--- src/rtl/fetch_unit.sv ---
// Program sequencer: loadable store, PC, {operand, opcode} issue with stall.
// Define LOOP_WRAP_EN to wrap the PC at the top of the store instead of halting.
module fetch_unit #(
  parameter int ADDR_W = 4,
  parameter int DATA_W = 4,
  parameter int OP_W   = 4,
  parameter logic [OP_W-1:0] HALT_OP = '1
) (
  input  logic                     clock,
  input  logic                     reset,
  input  logic                     run,
  input  logic                     stall,
  input  logic                     jump_en,
  input  logic [ADDR_W-1:0]        jump_addr,
  input  logic                     prog_we,
  input  logic [ADDR_W-1:0]        prog_addr,
  input  logic [DATA_W+OP_W-1:0]   prog_data,
  output logic [ADDR_W-1:0]        count,
  output logic [DATA_W-1:0]        inX,
  output logic [OP_W-1:0]          insControle,
  output logic                     instr_valid,
  output logic                     halted
);

  localparam int W = DATA_W + OP_W;
  localparam logic [ADDR_W-1:0] LAST = '1;

`ifdef LOOP_WRAP_EN
  localparam bit WRAP = 1'b1;
`else
  localparam bit WRAP = 1'b0;
`endif

  typedef enum logic [1:0] {
    IDLE,
    FETCH,
    ISSUE,
    HALT
  } state_t;

  state_t state;

  logic [W-1:0] mem [2**ADDR_W];
  logic [W-1:0] word;
  logic         stopped;

  assign word    = mem[count];
  assign stopped = (state == IDLE) || (state == HALT);

  // Store is only writable while the sequencer is parked
  always_ff @(posedge clock) begin
    if (prog_we && stopped)
      mem[prog_addr] <= prog_data;
  end

  always_ff @(posedge clock or posedge reset) begin
    if (reset) begin
      state       <= IDLE;
      count       <= '0;
      inX         <= '0;
      insControle <= '0;
      instr_valid <= 1'b0;
      halted      <= 1'b0;
    end else begin
      unique case (state)
        IDLE: begin
          if (run) begin
            state <= FETCH;
            count <= '0;
          end
        end
        FETCH: begin
          if (word[OP_W-1:0] == HALT_OP) begin
            state  <= HALT;
            halted <= 1'b1;
          end else begin
            inX         <= word[W-1:OP_W];
            insControle <= word[OP_W-1:0];
            instr_valid <= 1'b1;
            state       <= ISSUE;
          end
        end
        ISSUE: begin
          if (!stall) begin
            instr_valid <= 1'b0;
            if (jump_en) begin
              count <= jump_addr;
              state <= FETCH;
            end else if (!WRAP && count == LAST) begin
              state  <= HALT;
              halted <= 1'b1;
            end else begin
              count <= count + 1'b1;
              state <= FETCH;
            end
          end
        end
        HALT: begin
          if (run) begin
            state  <= FETCH;
            count  <= '0;
            halted <= 1'b0;
          end
        end
        default: state <= IDLE;
      endcase
    end
  end

endmodule

--- config.mk ---
export PLATFORM = sky130hd
export DESIGN_NAME = fetch_unit
export DESIGN_NICKNAME = d
export VERILOG_FILES = /design/src/rtl/fetch_unit.sv
export SDC_FILE = /design/constraint.sdc
export NUM_CORES = 1
export LEC_CHECK = 0
export CAP_MARGIN = 20
export CORE_ASPECT_RATIO = 1.2
export CORE_UTILIZATION = 50
export CTS_BUF_LIST = sky130_fd_sc_hd__clkbuf_4 sky130_fd_sc_hd__clkbuf_8
export DETAILED_ROUTE_END_ITERATION = 8
export PLACE_DENSITY = 0.71
export SLEW_MARGIN = 30
export SYNTH_ARGS = -nofsm -noshare
export SYNTH_HDL_FRONTEND = slang
export SYNTH_SLANG_ARGS = --single-unit
--- constraint.sdc ---
create_clock -name clock -period 3.3 [get_ports clock]
set_clock_uncertainty 0.05 [all_clocks]
set_input_delay 0.66 -clock clock [delete_from_list [all_inputs] [get_ports clock]]
set_output_delay 0.66 -clock clock [all_outputs]
set_load 0.02 [all_outputs]
==> qor.yml <==
antenna_found_initial: 0
drtAntennaViolNets: 0
clkPwrFrac_pct: 28.7
ir_worst_vdd_uv: 416
crit_fanout: 26
area_delta_synth_final_pct: 18.7
synthSimpleGateAreaFrac_pct: 4.69
drc: 0
yosys-top-cells-area: "edfxtp_1 (65%), mux4_2 (11%), dfrtp_1 (6.8%), mux2i_1 (2.9%), nor2_1 (1.2%)"
cts_tree: "built"
outcome: "finished, final reports clean"
dr.pass1.iters: 4
synth_nets: 343
async_reset_ff_share_pct: 11.1
setup_viol: 0
dieWidth_um: 101
cp-startpoint: "count[0]$_DFFE_PP0P_"
synthMuxAreaShare_pct: 14.8
p_int_mw: 3.78
portBuffers: 35
clock_latency_ps: 440
critPathMaxStageDelay_ps: 710
post_synth.cell_area_avg_um2: 18.6
worstSetupStartpointType: "flop"
synth-seq-cells: 144
fmax_ghz: 0.322
synth.top_cell.area_share_pct: 65.5
drt-total-wl_um: 11200
most-common-layout-cells: "edfxtp_1 (128), clkdlybuf4s50_1 (35), mux4_2 (28)"
clock_path_buffers: 2
drt_iter0_drc: 152
crit_slowest_cell: "dfrtp_2"
synth_top_family_by_area: "multiplexers"
cp.required_ps: 2590
power_density_nw_per_um2: 769
cts_buffers: 17
grt_pass1_vias: 3127
cts_root_buffer: "clkbuf_8"
slew_viol_final: 0
drive_above_1_share_pct: 23.7
die_h_um: 121
cellLeakagePower_nw: 2.30
ctsHoldBuffers: 0
cap_violations: 0
relSlewSlack_pct: 49.8
num_vias: 3077
finalHoldViolCount: 0
swShare_pct: 29.5
die_area_um2: 12200
row_count: 43
synth_area_um2: 5870
switchingPower_mw: 1.58
synth_flop_cell: "edfxtp_1"
synth_xor_area_share_pct: 0
yosysWarnings: 0
synth_compound_area_share_pct: 5.50
cts_resized: 0
grt_pass1_wl_um: 17200
post_cts_buffers: 0
clkSinkCount: 144
synth_cell_types: 41
p_seq_share_pct: 42.4
cts.clk_slew.worst_paths_ps: 80
worstHoldStart: "inX[1]$_DFFE_PP0P_"
endpoint_kind: "output port"
synth_adder_area_share_pct: 1.07
viasPerCell: 5.64
wl_per_cell_um: 20.5
core_um2: 11500
worst_pin_slew_ps: 751
utilization_pct: 60.5
h-tree-depth: 4
antenna_cells: 0
synthCells: 316
fin_crit_ps: 3100
gp_congestion: 0.749
seq_area_frac_synth_pct: 72.3
r2r-start: "count[0]$_DFFE_PP0P_"
grt-ovfl-total: 0
final_common_cell: "edfxtp_1"
io_pins: 36
synth_top_area_cell: "edfxtp_1"
combinationalPowerShare_pct: 28.8
grt_max_degree: 27
finalCritPeriodShare_pct: 94.0
hpwlAfterDp_um: 7540
synth_edf_count: 128
worstHoldPathType: "reg2reg"
crit_arrival_ps: 2390
grt_setup_unrepaired: "false"
crit_type: "reg2out"
nNetsFinal: 404
initial_core_util_pct: 51.0
cp_cell_sequence: "buf_4 > clkdlybuf4s50_1"
grt_use_total_pct: 20.5
fin_setup_tns_ps: 0
-- final cells by class --
class / instances / area [um^2]
clock buffers: 18 / 241
clock inverters: 13 / 210
fillers: 867 / 4540
inverters: 7 / 26.3
multi-input cells: 151 / 1530
flip-flops and latches: 144 / 4250
well taps: 157 / 196
repair buffers: 56 / 520
-- flip-flops by register name, indices dropped and copies added (netlist names) --
signal / count
insControle: 4
count: 4
instr_valid: 1
state: 2
halted: 1
inX: 4
mem: 128
-- critical path: cells and delay by family, from the launching register on --
family | cells | cell delay (ps)
flops | 1 | 710
buf+inv | 2 | 1230
-- power groups by stage --
stage / sequential (mW) / combinational (mW) / clock, mW
6_report: 2.28 / 1.55 / 1.54
3_3_place_gp: 2.31 / 1.51 / 0
3_5_place_dp: 2.32 / 1.55 / 0
2_1_floorplan: 2.32 / 1.05 / 0
5_1_grt: 2.30 / 1.66 / 1.63
4_1_cts: 2.28 / 1.56 / 1.56
-- path summary, 6_finish.rpt --
| check | endpoint | slack [ps] | depth (start not counted) |
|---|---|---|---|
| max | count[0] | 200 | 2 |
| min | inX[1]$_DFFE_PP0P_ | 460 | 1 |
| max reg2reg | inX[3]$_DFFE_PP0P_ | 450 | 6 |
| min reg2reg | inX[1]$_DFFE_PP0P_ | 460 | 1 |
| max in group asynchronous | count[0]$_DFFE_PP0P_ | 2220 | 2 |
| min in group asynchronous | count[3]$_DFFE_PP0P_ | 540 | 2 |
-- cells in the mapped netlist (5+ instances only) --
cell and count:
edfxtp_1 128, mux4_2 28, nor2_1 19, mux2i_1 17, dfrtp_1 16, nand2_1 13
clkbuf_1 8, inv_1 7, nor2b_1 6, a21oi_1 5, ha_1 5, mux2_2 5
nor3_1 5, o21ai_0 5
-- through the flow --
stage | worst slack (ps) | cells | hold slack [ps] | total power, mW | cell area (um^2)
floorplan | 848 | 316 | 464 | 3.37 | 5870
global placement | 501 | 515 | 436 | 3.83 | 6520
detailed placement | 412 | 515 | 445 | 3.87 | 6520
CTS | 115 | 546 | 466 | 5.40 | 6970
global route | 26.6 | 546 | 477 | 5.59 | 6970
finish | 196 | 546 | 460 | 5.36 | 6970
-- layer usage --
| metal | vias to the layer above | track usage [%] | part of all wire (%) |
|---|---|---|---|
| li1 | 1392 | - | - |
| met1 | 1587 | 26.1 | 44 |
| met2 | 77 | 33.5 | 50 |
| met3 | 21 | 4.22 | 3.3 |
| met4 | 0 | 10.1 | 2.8 |
| met5 | - | 0 | 0 |
-- cell families (layout without fill, tap and decap cells) --
group                      Yosys count  after routing
muxes                               51             51
buffers and inverters               21             94
and+or+nand+nor                     57             57
AOI/OAI and AO/OA                   38             38
DFF                                144            144
adders and majority gates            5              5
Power figures use the tool's default switching activity.
